### src/rtl/dmem_copy_arbiter.sv
// Shares the 8-bit x 256 data memory port between the core (priority) and a byte block-copy engine.
// Optional fill mode is compiled in with `define DMEM_FILL_EN.
module dmem_copy_arbiter #(
  parameter int unsigned STARVE_LIMIT = 4
) (
  input  logic       Clk,
  input  logic       Reset,
  input  logic       CoreReq,
  input  logic       CoreWe,
  input  logic [7:0] CoreAddr,
  input  logic [7:0] CoreWData,
  output logic       CoreGnt,
  output logic [7:0] CoreRData,
  input  logic       DmaStart,
  input  logic [7:0] DmaSrc,
  input  logic [7:0] DmaDst,
  input  logic [7:0] DmaLen,
`ifdef DMEM_FILL_EN
  input  logic       DmaFill,
  input  logic [7:0] DmaFillVal,
`endif
  output logic       DmaBusy,
  output logic       DmaDone,
  output logic       MemWriteEn,
  output logic [7:0] MemAddr,
  output logic [7:0] MemWData,
  input  logic [7:0] MemDataOut
);

  localparam int unsigned SW = (STARVE_LIMIT > 1) ? $clog2(STARVE_LIMIT + 1) : 1;
  localparam logic [SW-1:0] STARVE_MAX = SW'(STARVE_LIMIT);

  typedef enum logic [1:0] {S_IDLE, S_RD, S_WR, S_DONE} state_t;

  state_t        state_q, state_d;
  logic [7:0]    src_q, src_d;
  logic [7:0]    dst_q, dst_d;
  logic [7:0]    rem_q, rem_d;
  logic [7:0]    buf_q, buf_d;
  logic [SW-1:0] starve_q, starve_d;
  logic          fill_q, fill_d;
  logic [7:0]    fill_val_q, fill_val_d;

  logic       copy_active;
  logic       force_copy;
  logic       dma_gnt;
  logic       start_fill;
  logic [7:0] start_fill_val;
  logic [7:0] wr_data;

`ifdef DMEM_FILL_EN
  assign start_fill     = DmaFill;
  assign start_fill_val = DmaFillVal;
`else
  assign start_fill     = 1'b0;
  assign start_fill_val = 8'h00;
`endif

  assign copy_active = (state_q == S_RD) || (state_q == S_WR);
  assign force_copy  = (STARVE_LIMIT != 0) && (starve_q == STARVE_MAX) && copy_active;
  assign CoreGnt     = CoreReq && !force_copy;
  assign dma_gnt     = copy_active && !CoreGnt;
  assign wr_data     = fill_q ? fill_val_q : buf_q;

  assign CoreRData = MemDataOut;
  assign DmaBusy   = (state_q != S_IDLE);
  assign DmaDone   = (state_q == S_DONE);

  // Idle port defaults to the core address so a dropped core request still sees sane read data.
  always_comb begin
    MemAddr  = CoreAddr;
    MemWData = CoreWData;
    if (dma_gnt) begin
      MemAddr  = (state_q == S_RD) ? src_q : dst_q;
      MemWData = wr_data;
    end
  end

  assign MemWriteEn = !Reset && ((CoreGnt && CoreWe) || (dma_gnt && (state_q == S_WR)));

  always_comb begin
    state_d    = state_q;
    src_d      = src_q;
    dst_d      = dst_q;
    rem_d      = rem_q;
    buf_d      = buf_q;
    fill_d     = fill_q;
    fill_val_d = fill_val_q;
    case (state_q)
      S_IDLE: begin
        if (DmaStart) begin
          src_d      = DmaSrc;
          dst_d      = DmaDst;
          rem_d      = DmaLen;
          fill_d     = start_fill;
          fill_val_d = start_fill_val;
          if (DmaLen == 8'd0)  state_d = S_DONE;
          else if (start_fill) state_d = S_WR;
          else                 state_d = S_RD;
        end
      end
      S_RD: begin
        if (dma_gnt) begin
          buf_d   = MemDataOut;
          src_d   = src_q + 8'd1;
          state_d = S_WR;
        end
      end
      S_WR: begin
        if (dma_gnt) begin
          dst_d = dst_q + 8'd1;
          rem_d = rem_q - 8'd1;
          if (rem_q == 8'd1) state_d = S_DONE;
          else if (fill_q)   state_d = S_WR;
          else               state_d = S_RD;
        end
      end
      default: state_d = S_IDLE;
    endcase
  end

  // Starvation counter only accumulates while the engine waits behind a granted core access.
  always_comb begin
    starve_d = starve_q;
    if ((state_q == S_IDLE) || dma_gnt)
      starve_d = '0;
    else if (copy_active && CoreGnt && (starve_q != STARVE_MAX))
      starve_d = starve_q + 1'b1;
  end

  always_ff @(posedge Clk) begin
    if (Reset) begin
      state_q    <= S_IDLE;
      src_q      <= 8'd0;
      dst_q      <= 8'd0;
      rem_q      <= 8'd0;
      buf_q      <= 8'd0;
      starve_q   <= '0;
      fill_q     <= 1'b0;
      fill_val_q <= 8'd0;
    end else begin
      state_q    <= state_d;
      src_q      <= src_d;
      dst_q      <= dst_d;
      rem_q      <= rem_d;
      buf_q      <= buf_d;
      starve_q   <= starve_d;
      fill_q     <= fill_d;
      fill_val_q <= fill_val_d;
    end
  end

endmodule

### config.mk
export PLATFORM = sky130hd
export DESIGN_NAME = dmem_copy_arbiter
export DESIGN_NICKNAME = d
export VERILOG_FILES = /design/src/rtl/dmem_copy_arbiter.sv
export SDC_FILE = /design/constraint.sdc
export NUM_CORES = 1
export LEC_CHECK = 0
export BUFFER_PORTS_ARGS = -buffer_cell sky130_fd_sc_hd__buf_2
export CAP_MARGIN = 20
export CORE_ASPECT_RATIO = 2
export CORE_MARGIN = 10
export CORE_UTILIZATION = 35
export DETAILED_ROUTE_END_ITERATION = 12
export GPL_ROUTABILITY_DRIVEN = 0
export MAX_ROUTING_LAYER = met4
export PLACE_DENSITY = 0.65
export SYNTH_ARGS = -nofsm -noshare
export SYNTH_HDL_FRONTEND = slang
export SYNTH_SLANG_ARGS = --single-unit
### constraint.sdc
create_clock -name Clk -period 2.7 [get_ports Clk]
set_input_delay 0.135 -clock Clk [delete_from_list [all_inputs] [get_ports Clk]]
set_output_delay 0.135 -clock Clk [all_outputs]
set_load 0.01 [all_outputs]
==> reports/results.tsv <==
metric	value	unit
finalCritPeriodShare	87.5	%
finalHoldViolations	0	
slew_viol_final	0	
path_max_fanout	27	
synth_xor_xnor_area_share	0	%
core_area	7270	µm²
start_util	35.8	%
required	2.57	ns
ys.flop_type	dfxtp_1	
cp-end-kind	output pin	
vdd_drop_max	0.394	mV
mostFrequentLayoutCell	buf_2	
syn_area_per_cell	8.02	µm²
cts_tree	yes	
yosys-top-cells-area	dfxtp_1, mux2i_1, ha_1	
antenna_found_initial	0	
crit-reg2reg-capture	dst_q[0]	
viasPerCell	5.53	
rsz0062_at_grt	no	
worstSetupStartpoint	state_q[0]	
endpoint	MemWData[6]	
clkSlewWorstSetupHoldPaths	0.06	ns
synth_top_family_by_area	simple AND/OR/NAND/NOR gates	
r2r-start	state_q[0]	
critPathLaunchType	register	
fin_crit	2.36	ns
drc	0	
yosysSeqAreaShare	28.4	%
antennaDiodeCount	0	
num_rows	44	
synth_fa_ha_area_share	4.80	%
status	finished clean	
finalClockSkew	0.00287	ns
hold_start	MemDataOut[4]	
grt_max_degree	28	
syn_nets	388	
drtPass1Iterations	4	
htreeDepth	2	
drive_above_1_share	29.4	%
die_y	142	µm
io_pins	81	
dieArea	11500	µm²
clk_path_buf_depth	2	
final_cell_mix	buf_2, dfxtp_1, nand2_1	
clk_latency	0.28	ns
muxShareOfSynthArea	12.2	%
wl	8.15	mm
setup_violations	0	
clock_sinks	37	
tns	0	ns
synth-compound-area-share	23.2	%
cts_resized	0	
ant_nets	0	
final_nets	453	
grt_pass1_vias	2785	
p_leak	0.00128	µW
tightest_slew	0.706	ns
fp.dieW	81.0	µm
ys_types	57	
yosys.area_share.simple	24.0	%
critPathKind	register to output pin	
synth_top_area_share	28.4	%
track_usage	15.1	%
fill_cells	798	
min_path_type	primary input to register	
clock-root-buffer	clkbuf_16	
final_util	43.6	%
grt_pass1_wl	13.7	mm
cp.arrival	2.23	ns
r2r_setup_slack	0.51	ns
first_iter_violations	254	
hold_buffers	0	
relSlewSlack	52.8	%
power_density	794	nW/µm²
cts_buffers	5	
yosys.area.top_type	dfxtp_1	
avgRoutedWirePerCell	16.9	µm
portBuffers	80	
syn_inst	325	
synth_edf_count	0	
synth-async-reset-ratio	0	%
hpwl	6.37	mm
syn_area	2600	µm²
postCtsSetupBuffers	0	
ff2ff_path_depth	6	
yosys_warnings	0	
grt_overflow_total	0	
vias	2672	
max-cap-violations	0	
ys_ff_latch	37	
fmax	423	MHz
area_growth	21.6	%
## metal layers
layer	wire length, µm	vias to the layer above	track usage (%)
li1	-	1308	-
met1	3180	1251	16.1
met2	4350	96	26.0
met3	333	17	2.53
met4	289	0	6.78
met5	0	-	-
## synth_stat cells (all sizes together), types with 4 or more instances
master,count
dfxtp,37
buf,18
and3,5
nand3,14
nor2b,9
a211oi,5
o21ai,31
mux2i,19
clkbuf,8
inv,10
nor4,6
a31oi,4
nor3,8
nor2,23
a21oi,22
mux2,11
nand2,33
o211ai,5
ha,10
## area by class of cell
cell class	count	area [µm²]	area share [%]
multi-input cells	252	1670	52.7
flip-flops and latches	37	741	23.4
repair buffers	84	430	13.6
clock buffers	7	143	4.50
well taps	92	115	3.63
inverters	10	37.5	1.19
clock inverters	1	30.0	0.948
## worst min path at each step
stage	cells after the start	to	slack, ns
6_report	3	buf_q[4]	0.10
5_1_grt	3	buf_q[0]	0.12
3_5_place_dp	3	buf_q[1]	0.39
2_1_floorplan	2	buf_q[0]	0.28
4_1_cts	3	buf_q[4]	0.10
3_3_place_gp	3	buf_q[0]	0.38
## critical path, cell delays in order (launching register included)
cell and delay, ns:
dfxtp_1 0.38, inv_1 0.08, ha_1 0.54, nand2_2 0.41, mux2_2 0.39, buf_2 0.14
## cell families after synthesis
family / count (synthesis)
AOI/OAI and AO/OA: 93
adders and majority gates: 10
buffers and inverters: 36
DFF: 37
muxes: 30
and+or+nand+nor: 119
## stage by stage
step | total power [µW] | hold slack [ns] | cells | cell area, µm² | setup slack, ns
after floorplan | 1540 | 0.282 | 325 | 2610 | 0.949
after global placement | 1800 | 0.381 | 475 | 2990 | 0.650
after detailed placement | 1830 | 0.394 | 475 | 2990 | 0.555
after CTS | 2530 | 0.102 | 483 | 3170 | 0.325
after global routing | 2690 | 0.116 | 483 | 3170 | 0.179
final | 2510 | 0.100 | 483 | 3170 | 0.337
## state kept, by name, summed over array words and instances, names as in the netlist
signal    flops
state_q       2
src_q         8
starve_q      3
dst_q         8
rem_q         8
buf_q         8
## power breakdown
group / leakage (µW) / switching [µW] / internal, µW / total [µW]
Clock: 0.0000841 / 231 / 462 / 693
Sequential: 0.000302 / 140 / 644 / 784
Combinational: 0.000894 / 606 / 430 / 1040
Total: 0.00128 / 978 / 1540 / 2510
(Power assumes the default switching activity.)
